[config.mk]
export PLATFORM = sky130hd
export DESIGN_NAME = ahb_cmd_issuer_flat
export DESIGN_NICKNAME = d
export VERILOG_FILES = /design/src/rtl/ahb_pkg.sv /design/src/rtl/ahb_cmd_issuer_if.sv /design/src/rtl/ahb_sync_fifo.sv /design/src/rtl/ahb_cmd_issuer.sv /design/src/flat_wrapper.sv
export SDC_FILE = /design/constraint.sdc
export NUM_CORES = 1
export LEC_CHECK = 0
export ABC_AREA = 1
export BUFFER_PORTS_ARGS = -buffer_cell sky130_fd_sc_hd__buf_4
export CAP_MARGIN = 20
export CORE_MARGIN = 3
export CORE_UTILIZATION = 51
export DETAILED_ROUTE_END_ITERATION = 10
export PLACE_DENSITY_LB_ADDON = 0.12
export SKIP_CTS_REPAIR_TIMING = 1
export SYNTH_ARGS = -nofsm -noshare
export SYNTH_HDL_FRONTEND = slang
export SYNTH_SLANG_ARGS = --single-unit
[constraint.sdc]
create_clock -name hclk -period 5.67 [get_ports hclk]
set_input_delay 0 -clock hclk [delete_from_list [all_inputs] [get_ports hclk]]
set_output_delay 0 -clock hclk [all_outputs]
set_load 0.1 [all_outputs]
[src/rtl/ahb_pkg.sv]
// ahb_pkg: shared constants and FSM encoding for the AHB command issuer.
package ahb_pkg;
  localparam int SEL_W = 3;
  localparam logic [SEL_W-1:0] SEL_NONE = 3'b100;
  localparam logic [SEL_W-1:0] SEL_MAX  = 3'b011;

  typedef enum logic [2:0] {
    IDLE = 3'd0,
    ADDR = 3'd1,
    DATA = 3'd2,
    WAIT = 3'd3,
    GAP  = 3'd4
  } state_t;
endpackage

[src/rtl/ahb_cmd_issuer_if.sv]
// ahb_cmd_issuer_if: command channel, ahb_top user-side pins and read
// response channel of the issuer. master = controller/bus-model side,
// slave = the issuer itself.
interface ahb_cmd_issuer_if import ahb_pkg::*; #(
  parameter int DEPTH = 4,
  parameter int AW    = 32,
  parameter int DW    = 32
) ();
  logic                     cmd_valid;
  logic                     cmd_ready;
  logic                     cmd_wr;
  logic [SEL_W-1:0]         cmd_sel;
  logic [AW-1:0]            cmd_addr;
  logic [DW-1:0]            cmd_wdata;
  logic                     enable;
  logic [AW-1:0]            addr;
  logic                     wr;
  logic [SEL_W-1:0]         sel;
  logic [DW-1:0]            dina;
  logic [DW-1:0]            dout;
  logic                     rsp_valid;
  logic                     rsp_ready;
  logic [DW-1:0]            rsp_rdata;
  logic                     busy;
  logic [$clog2(DEPTH):0]   count;

  modport master (
    output cmd_valid, cmd_wr, cmd_sel, cmd_addr, cmd_wdata, dout, rsp_ready,
    input  cmd_ready, enable, addr, wr, sel, dina, rsp_valid, rsp_rdata, busy, count
  );

  modport slave (
    input  cmd_valid, cmd_wr, cmd_sel, cmd_addr, cmd_wdata, dout, rsp_ready,
    output cmd_ready, enable, addr, wr, sel, dina, rsp_valid, rsp_rdata, busy, count
  );
endinterface

[src/rtl/ahb_sync_fifo.sv]
// ahb_sync_fifo: single-clock FIFO, DEPTH a power of two, synchronous
// active-high reset flushes pointers and occupancy.
module ahb_sync_fifo #(
  parameter int DEPTH = 4,
  parameter int W     = 8
) (
  input  logic                   hclk,
  input  logic                   hresetn,
  input  logic                   push,
  input  logic                   pop,
  input  logic [W-1:0]           wdata,
  output logic [W-1:0]           rdata,
  output logic                   full,
  output logic                   empty,
  output logic [$clog2(DEPTH):0] count
);
  localparam int PW = $clog2(DEPTH);
  localparam int CW = PW + 1;

  logic [W-1:0]  mem [DEPTH];
  logic [PW-1:0] wptr, rptr;
  logic          do_push, do_pop;

  // Full blocks pushes even when a pop lands on the same edge.
  assign do_push = push && !full;
  assign do_pop  = pop && !empty;
  assign full    = (count == CW'(DEPTH));
  assign empty   = (count == '0);
  assign rdata   = mem[rptr];

  // Pointers and occupancy; pointers wrap naturally at DEPTH.
  always_ff @(posedge hclk) begin
    if (hresetn) begin
      wptr  <= '0;
      rptr  <= '0;
      count <= '0;
    end else begin
      if (do_push) wptr <= wptr + 1'b1;
      if (do_pop)  rptr <= rptr + 1'b1;
      case ({do_push, do_pop})
        2'b10:   count <= count + 1'b1;
        2'b01:   count <= count - 1'b1;
        default: count <= count;
      endcase
    end
  end

  // Storage; contents need no reset since the pointers define validity.
  always_ff @(posedge hclk) begin
    if (do_push) mem[wptr] <= wdata;
  end
endmodule

[src/rtl/ahb_cmd_issuer.sv]
// ahb_cmd_issuer: buffers bus commands and replays them onto ahb_top's
// user pins as ADDR -> DATA (-> WAIT for reads) -> GAP, returning read
// data on a valid/ready response channel.
// Optional macro ISSUER_SELCHK_EN: drop commands with sel > SEL_MAX and
// flag them on the sticky err_drop output.
module ahb_cmd_issuer import ahb_pkg::*; #(
  parameter int DEPTH  = 4,
  parameter int AW     = 32,
  parameter int DW     = 32,
  parameter int RD_LAT = 2
) (
  input  logic hclk,
  input  logic hresetn,
`ifdef ISSUER_SELCHK_EN
  output logic err_drop,
`endif
  ahb_cmd_issuer_if.slave bus
);
  localparam int CNT_W = $clog2(DEPTH) + 1;
  localparam int LAT_W = (RD_LAT > 1) ? $clog2(RD_LAT) : 1;
  localparam logic [LAT_W-1:0] LAT_LAST = LAT_W'(RD_LAT - 1);

  typedef struct packed {
    logic             wr;
    logic [SEL_W-1:0] sel;
    logic [AW-1:0]    addr;
    logic [DW-1:0]    wdata;
  } cmd_t;

  cmd_t             push_cmd, head;
  logic             push, pop, full, empty, capture;
  logic [CNT_W-1:0] fifo_cnt;

  state_t           state, state_nxt;
  logic [LAT_W-1:0] wcnt, wcnt_n;
  logic             en_q, en_n, wr_q, wr_n;
  logic [AW-1:0]    addr_q, addr_n;
  logic [SEL_W-1:0] sel_q, sel_n;
  logic [DW-1:0]    dina_q, dina_n;
  logic             cq_wr, cq_wr_n;
  logic [DW-1:0]    cq_wdata, cq_wdata_n;
  logic             rsp_valid_q;
  logic [DW-1:0]    rsp_rdata_q;

  assign push_cmd      = '{wr: bus.cmd_wr, sel: bus.cmd_sel, addr: bus.cmd_addr,
                           wdata: bus.cmd_wdata};
  assign bus.cmd_ready = !full;

`ifdef ISSUER_SELCHK_EN
  logic accept, bad_sel;
  assign accept  = bus.cmd_valid && !full;
  assign bad_sel = (bus.cmd_sel > SEL_MAX);
  assign push    = accept && !bad_sel;

  // Sticky record of any accepted-but-dropped command.
  always_ff @(posedge hclk) begin
    if (hresetn)               err_drop <= 1'b0;
    else if (accept && bad_sel) err_drop <= 1'b1;
  end
`else
  assign push = bus.cmd_valid && !full;
`endif

  ahb_sync_fifo #(.DEPTH(DEPTH), .W($bits(cmd_t))) u_fifo (
    .hclk    (hclk),
    .hresetn (hresetn),
    .push    (push),
    .pop     (pop),
    .wdata   (push_cmd),
    .rdata   (head),
    .full    (full),
    .empty   (empty),
    .count   (fifo_cnt)
  );

  // Next state and next bus values; the bus registers load together with
  // the state so each state's pins are visible while the FSM sits in it.
  always_comb begin
    state_nxt  = state;
    wcnt_n     = wcnt;
    en_n       = en_q;
    wr_n       = wr_q;
    addr_n     = addr_q;
    sel_n      = sel_q;
    dina_n     = dina_q;
    cq_wr_n    = cq_wr;
    cq_wdata_n = cq_wdata;
    pop        = 1'b0;
    capture    = 1'b0;
    case (state)
      IDLE: if (!empty) begin
        pop        = 1'b1;
        cq_wr_n    = head.wr;
        cq_wdata_n = head.wdata;
        en_n       = 1'b1;
        addr_n     = head.addr;
        sel_n      = head.sel;
        wr_n       = head.wr;
        state_nxt  = ADDR;
      end
      ADDR: begin
        if (cq_wr) dina_n = cq_wdata;
        wr_n      = cq_wr;
        state_nxt = DATA;
      end
      DATA: if (cq_wr) begin
        en_n      = 1'b0;
        wr_n      = 1'b0;
        sel_n     = SEL_NONE;
        state_nxt = GAP;
      end else begin
        wcnt_n    = '0;
        state_nxt = WAIT;
      end
      WAIT: if (wcnt == LAT_LAST) begin
        // Hold the bus until the response slot is free (or freeing now).
        if (!rsp_valid_q || bus.rsp_ready) begin
          capture   = 1'b1;
          en_n      = 1'b0;
          wr_n      = 1'b0;
          sel_n     = SEL_NONE;
          state_nxt = GAP;
        end
      end else begin
        wcnt_n = wcnt + 1'b1;
      end
      GAP:     state_nxt = IDLE;
      default: state_nxt = IDLE;
    endcase
  end

  // State, latency counter, latched command and registered bus pins.
  always_ff @(posedge hclk) begin
    if (hresetn) begin
      state    <= IDLE;
      wcnt     <= '0;
      en_q     <= 1'b0;
      wr_q     <= 1'b0;
      addr_q   <= '0;
      sel_q    <= SEL_NONE;
      dina_q   <= '0;
      cq_wr    <= 1'b0;
      cq_wdata <= '0;
    end else begin
      state    <= state_nxt;
      wcnt     <= wcnt_n;
      en_q     <= en_n;
      wr_q     <= wr_n;
      addr_q   <= addr_n;
      sel_q    <= sel_n;
      dina_q   <= dina_n;
      cq_wr    <= cq_wr_n;
      cq_wdata <= cq_wdata_n;
    end
  end

  // Single-entry response slot; a fresh capture wins over consumption.
  always_ff @(posedge hclk) begin
    if (hresetn) begin
      rsp_valid_q <= 1'b0;
      rsp_rdata_q <= '0;
    end else if (capture) begin
      rsp_valid_q <= 1'b1;
      rsp_rdata_q <= bus.dout;
    end else if (bus.rsp_ready) begin
      rsp_valid_q <= 1'b0;
    end
  end

  assign bus.enable    = en_q;
  assign bus.wr        = wr_q;
  assign bus.addr      = addr_q;
  assign bus.sel       = sel_q;
  assign bus.dina      = dina_q;
  assign bus.rsp_valid = rsp_valid_q;
  assign bus.rsp_rdata = rsp_rdata_q;
  assign bus.busy      = (state != IDLE) || !empty;
  assign bus.count     = fifo_cnt;
endmodule

[src/flat_wrapper.sv]
// flat-port wrapper written by rule: the top's interface ports become plain ports
module ahb_cmd_issuer_flat import ahb_pkg::*;
#(
  parameter int DEPTH  = 4,
  parameter int AW     = 32,
  parameter int DW     = 32,
  parameter int RD_LAT = 2
)
  (hclk, hresetn, bus_cmd_valid, bus_cmd_wr, bus_cmd_sel, bus_cmd_addr, bus_cmd_wdata, bus_dout, bus_rsp_ready, bus_cmd_ready, bus_enable, bus_addr, bus_wr, bus_sel, bus_dina, bus_rsp_valid, bus_rsp_rdata, bus_busy, bus_count);
  ahb_cmd_issuer_if #(.DEPTH(DEPTH), .AW(AW), .DW(DW)) bus_i ();
  input  logic hclk;
  input  logic hresetn;
  input wire logic [$bits(bus_i.cmd_valid)-1:0] bus_cmd_valid;
  input wire logic [$bits(bus_i.cmd_wr)-1:0] bus_cmd_wr;
  input wire logic [$bits(bus_i.cmd_sel)-1:0] bus_cmd_sel;
  input wire logic [$bits(bus_i.cmd_addr)-1:0] bus_cmd_addr;
  input wire logic [$bits(bus_i.cmd_wdata)-1:0] bus_cmd_wdata;
  input wire logic [$bits(bus_i.dout)-1:0] bus_dout;
  input wire logic [$bits(bus_i.rsp_ready)-1:0] bus_rsp_ready;
  output wire logic [$bits(bus_i.cmd_ready)-1:0] bus_cmd_ready;
  output wire logic [$bits(bus_i.enable)-1:0] bus_enable;
  output wire logic [$bits(bus_i.addr)-1:0] bus_addr;
  output wire logic [$bits(bus_i.wr)-1:0] bus_wr;
  output wire logic [$bits(bus_i.sel)-1:0] bus_sel;
  output wire logic [$bits(bus_i.dina)-1:0] bus_dina;
  output wire logic [$bits(bus_i.rsp_valid)-1:0] bus_rsp_valid;
  output wire logic [$bits(bus_i.rsp_rdata)-1:0] bus_rsp_rdata;
  output wire logic [$bits(bus_i.busy)-1:0] bus_busy;
  output wire logic [$bits(bus_i.count)-1:0] bus_count;
  assign bus_i.cmd_valid = bus_cmd_valid;
  assign bus_i.cmd_wr = bus_cmd_wr;
  assign bus_i.cmd_sel = bus_cmd_sel;
  assign bus_i.cmd_addr = bus_cmd_addr;
  assign bus_i.cmd_wdata = bus_cmd_wdata;
  assign bus_i.dout = bus_dout;
  assign bus_i.rsp_ready = bus_rsp_ready;
  assign bus_cmd_ready = bus_i.cmd_ready;
  assign bus_enable = bus_i.enable;
  assign bus_addr = bus_i.addr;
  assign bus_wr = bus_i.wr;
  assign bus_sel = bus_i.sel;
  assign bus_dina = bus_i.dina;
  assign bus_rsp_valid = bus_i.rsp_valid;
  assign bus_rsp_rdata = bus_i.rsp_rdata;
  assign bus_busy = bus_i.busy;
  assign bus_count = bus_i.count;
  ahb_cmd_issuer #(.DEPTH(DEPTH), .AW(AW), .DW(DW), .RD_LAT(RD_LAT)) u_core (.hclk(hclk), .hresetn(hresetn), .bus(bus_i));
endmodule
## Word level (Yosys, flattened, before mapping)

Memory sizes are Yosys's and may differ from the RTL's. A register that Yosys moved wholly into a read port is not among the register bits.
Index checks and enable logic that the tools add are counted.

- Input bits: 104
- Register bits after elaboration: 146
- Logic and storage cells: 84
- Memories kept: 1
- Output and inout bits: 107
- Bits in writable memories: 272

- Reductions and logical operators: 22
- Multiplexer cells: 30
- Bitwise logic cells: 1
- Add/subtract/negate cells: 5
- Eq/ne operators: 11

Memories:

| name | depth | width | read ports | clocked after Yosys merged registers in | wr ports | RTL line | RTL |
|---|---|---|---|---|---|---|---|
| u_core.u_fifo.mem | 4 | 68 | 1 | 1 | 1 | ahb_sync_fifo.sv:20 | `logic [W-1:0] mem [DEPTH];` |

Operator list:

| operator | number |
|---|---|
| two-way mux 3 bit | 6 |
| two-way mux 1 bit | 16 |
| case mux 3 bit (4 select lines) | 1 |
| AND reduction 5 bit | 2 |
| case mux 3 bit (3 select lines) | 1 |
| == test 3 x 2 -> 1 bit (second input constant) | 2 |
| logical NOT 3 bit | 2 |
| != test 2 x 1 -> 1 bit (second input constant) | 3 |
| case mux 3 bit (2 select lines) | 1 |
| AND reduction 2 bit | 3 |
| nonzero test 2 bit | 3 |
| nonzero test 3 bit | 2 |
| adder 2 x 1 -> 2 bit (second input constant) | 2 |
| two-way mux 2 bit | 2 |
| != test 2 bit (second input constant) | 2 |
| case mux 1 bit (4 select lines) | 1 |
| nonzero test 4 bit | 1 |
| adder 3 x 1 -> 3 bit (second input constant) | 1 |
| == test 3 x 1 -> 1 bit (second input constant) | 1 |
| == test 3 bit (second input constant) | 1 |
| logical AND 1 bit | 3 |
| logical NOT 1 bit | 3 |
| case mux 1 bit (3 select lines) | 1 |
| AND reduction 3 bit | 1 |
| other kinds (7) | 8 |

## Depth between registers and ports, before layout

- Depth after elaboration: 6
- Depth in mapped cells: 11
- Gate-level depth less buffers: 9

## Hierarchy

Synthesis repeated with hierarchy kept, for this count alone.

- Cell total of the unflattened synthesis: 1340
- Area, all modules: 15553.7 sq um

Modules (own cells, without submodules):

| module | sequential area each (sq um) | cells each | times used | area an instance (sq um) |
|---|---|---|---|---|
| ahb_sync_fifo | 8348.0 | 727 | 1 | 10546.4 |
| ahb_cmd_issuer | 2782.7 | 613 | 1 | 5007.3 |

## Worst setup path before layout

Ideal clock, no wire load.

- Kind: register -> register
- Start point: reg u_core.u_fifo.count[1]
- End point: mem u_core.u_fifo.mem[0][0] in the netlist's numbering (enable)
- Slack: -0.063 ns
- Period minus slack after synthesis: 5.733 ns
- Arrival time: 5.238 ns
- Data required time: 5.175 ns
- Stages on the path, launching flop included: 5
- Setup time: 0.495 ns
- Cells stage by stage: dfxtp_1 > inv_1 > nand3_1 > nand2_1 > nor2_1

- Longest elaborated chain between the ends: 6

RTL lines:

| item | RTL line | RTL |
|---|---|---|
| start, declared | ahb_sync_fifo.sv:15 | `output logic [$clog2(DEPTH):0] count` |
| start signal, assigned | ahb_sync_fifo.sv:41 | `2'b10: count <= count + 1'b1;` |
| start signal, assigned | ahb_sync_fifo.sv:42 | `2'b01: count <= count - 1'b1;` |
| start signal, assigned | ahb_sync_fifo.sv:43 | `default: count <= count;` |
| == test 3 bit (*) | ahb_sync_fifo.sv:27 | `assign full = (count == CW'(DEPTH));` |
| logical NOT 1 bit (*) | -- |  |
| named net bus_cmd_ready | flat_wrapper.sv:20 | `output wire logic [$bits(bus_i.cmd_ready)-1:0] bus_cmd_ready;` |
| logical AND 1 bit | ahb_cmd_issuer.sv:61 | `assign push = bus.cmd_valid && !full;` |
| logical AND 1 bit (*) | ahb_sync_fifo.sv:25 | `assign do_push = push && !full;` |
| two-way mux 1 bit (*) | ahb_sync_fifo.sv:50 | `if (do_push) mem[wptr] <= wdata;` |
| two-way mux 1 bit (not written as such) (*) | ahb_sync_fifo.sv:50 |  |
| end, declared | ahb_sync_fifo.sv:20 |  |

Mark *: on every way through the listed nets, which the timed path passes. The rest lies on a longest branch.

## Worst setup path after layout

- Start point: reg u_core.u_fifo.count[0]
- End point: mem u_core.u_fifo.mem[3][29] in the netlist's numbering (enable)

- Longest elaborated chain between the ends: 6

RTL lines:

| item | RTL line |
|---|---|
| == test 3 bit (*) | ahb_sync_fifo.sv:27 |
| logical NOT 1 bit (*) | ahb_sync_fifo.sv:25, ahb_cmd_issuer.sv:61 |
| logical AND 1 bit | ahb_cmd_issuer.sv:61 |
| logical AND 1 bit (*) | ahb_sync_fifo.sv:25 |
| two-way mux 1 bit (*) | ahb_sync_fifo.sv:50 |
| two-way mux 1 bit (not written as such) (*) | ahb_sync_fifo.sv:50 |

Every way passes the cells marked *; elsewhere a longest branch is shown, timed or not.

==> reports/qor.yml <==
final_layout:
  fin_nets: 1728
  design_area_um2: 19600
  finish.utilization: 0.670
  drive_above_1_share: 0.180
  areaGrowthSynthToFinish_pct: 27.8
  final_cells: 2037
route:
  first_iter_violations: 811
  wl_per_cell_um: 17.3
  route.detailed.drc: 0
  wl_um: 35200
  ant_nets: 0
  dr.pass1.iters: 5
  detail_route.vias_per_cell: 5.28
  vias: 10800
yosys:
  synth_area_um2: 15300
  ys.warnings.count: 0
  synthCells: 1335
  ys_ff_latch: 420
  ys_types: 26
  yosysSeqAreaShare: 0.727
  syn_avg_cell_area_um2: 11.5
  synth_nets: 1445
clock_network:
  cts.root.buffer_cell: "clkbuf_16"
  path_clk_slew_ps: 60
  cts_buffer_depth: 3
  cts_tree: "done"
  htreeDepth: 2
  insertion_delay_ps: 520
  clock_sinks: 420
  cts_made_buffers: 43
floorplanning:
  core_area_um2: 29200
  ios: 211
  die-height_um: 179
  die_w_um: 179
  die-area_um2: 32100
  rows: 62
  start_util: 0.525
critical_path:
  cp-start-kind: "flip-flop"
  endpoint_kind: "flip-flop"
  cp_max_fo: 48
  worstSetupPathType: "reg -> reg"
  arrival_ps: 2860
  required_ps: 5820
global_route:
  antenna_found_initial: 1
  grt_pass1_vias: 9718
  grt_start_max_net_pins: 94
  grt_pass1_wl_um: 52200
  gr-total-overflow: 0
  track_usage: 0.207
timing:
  tightestPinTransition_ps: 1110
  hold_slack_ps: 143
  period_minus_slack_ps: 2720
  tns_ps: 0
  slew_violations: 0
  fmax_ghz: 0.368
  setup_viol: 0
  finalClockSkew_ps: 12.5
  rsz0062_at_grt: "false"
  timing.final.hold_violations: 0
  finalCritPeriodShare: 0.479
  layout_setup_ws_ps: 2950
  relSlewSlack: 0.261
power_and_ir_drop:
  p_leak_nw: 7.38
  power_density_nw_per_um2: 497
  ir_worst_vdd_v: 0.000326
  comb_power_share: 0.304
  p_switching_mw: 3.58
  switching_share: 0.368
  power.internal_mw: 6.14
  finalPower_mw: 9.72
  clkPwrFrac: 0.290
  power.share.sequential: 0.406
placement:
  hpwl_um: 18600
  dp.cells: 1855
  dpl_worst_slack_ps: 2930
  port_buffers: 210
  routabilityCongestion: 0.770
  place_area_um2: 17100
status:
  status: "finished clean"
worst_hold_path:
  hp-class: "in -> reg"
flow_run:
  cap_violations: 0
flip-flops by register name, summed over array words and instances, names as in the netlist, 3 cells and up, named ones only:
name,count
u_core.u_fifo.mem,272
u_core.bus.addr,32
u_core.bus.dina,32
u_core.bus.rsp_rdata,32
u_core.cq_wdata,32
u_core.bus.sel,3
u_core.state,3
u_core.u_fifo.count,3
routing by layer:
metal  wire length (um)  part of all wire  vias up  GRT usage
li1                   -                 -     5243          -
met1              15300              0.43     5133      0.285
met2              17000              0.48      332      0.344
met3               2320             0.066       43     0.0385
met4                567             0.016        0     0.0496
met5                  0                 0        -          0
worst max-delay path, stage by stage, from the launching register on:
cell     delay [ps]
dfxtp_1         400
inv_1            90
nand3_1          90
nand2_1         310
nor2_4          680
buf_4           730
Yosys cell counts (all sizes together):
library cell	count	area [um^2]
a21oi	47	235
a31oi	65	407
and3	1	6.26
buf	44	241
clkbuf	44	165
dfxtp	148	2960
edfxtp	272	8170
fa	1	20.0
ha	5	62.6
inv	53	199
nand2	30	113
nand3	8	40.0
nand4	1	6.26
nor2	339	1280
nor3	3	20.0
nor4	1	6.26
o211ai	1	7.51
o21ai	270	1350
o22ai	2	12.5
layout make-up:
| cell class | instances | area (um^2) |
|---|---|---|
| sequential | 420 | 11100 |
| fill | 2168 | 9610 |
| multi-input combinational | 774 | 3600 |
| timing repair buffer | 326 | 2700 |
| clock buffer | 64 | 1260 |
| tap | 384 | 480 |
| inverter | 53 | 201 |
| clock inverter | 15 | 171 |
| antenna | 1 | 2.50 |
cell usage in the layout (no fill, tap or decap), types with 2 or more instances in the layout:
master	netlist	final
nor2_1	337	333
edfxtp_1	272	272
o21ai_0	251	251
buf_4	8	224
dfxtp_1	148	146
dlygate4sd3_1	0	102
a31oi_1	65	65
inv_1	51	50
a21oi_1	47	47
clkbuf_16	0	45
nand2_1	30	30
o21ai_1	19	19
clkbuf_1	44	13
nand3_1	8	7
clkinv_2	0	7
clkbuf_8	0	6
nor2_4	0	5
ha_1	5	5
clkinv_1	0	5
bufinv_16	0	4
nor3_1	2	2
o22ai_1	2	2
cells by family (layout without fill, tap and decap cells):
logic type	after synthesis	in the layout	synth area share
compound gates	385	385	0.132
fa+ha+maj	6	6	0.00540
buf+inv	141	458	0.0396
flops	420	420	0.727
other cells	0	1	0
simple gates	383	383	0.0960
power by group through the flow:
| stage | clock network, mW | registers (mW) | logic [mW] |
|---|---|---|---|
| final | 2.82 | 3.94 | 2.96 |
| after global placement | 0 | 3.99 | 2.87 |
| after detailed placement | 0 | 4.00 | 2.90 |
| after CTS | 2.86 | 3.94 | 2.91 |
| after floorplan | 0 | 4.88 | 1.33 |
| after global routing | 2.99 | 3.99 | 3.22 |
final timing paths:
check	slack, ps	to	from	cells after the start
hold / removal	140	u_core.u_fifo.wptr[1]	bus_cmd_valid	3
setup reg to reg	2950	u_core.u_fifo.mem[3][29]	u_core.u_fifo.count[0]	5
hold reg to reg	440	u_core.bus.dina[23]	u_core.bus.dina[23]	2
setup / recovery	2950	u_core.u_fifo.mem[3][29]	u_core.u_fifo.count[0]	5
Note: power is estimated with default switching activity, not from simulation.
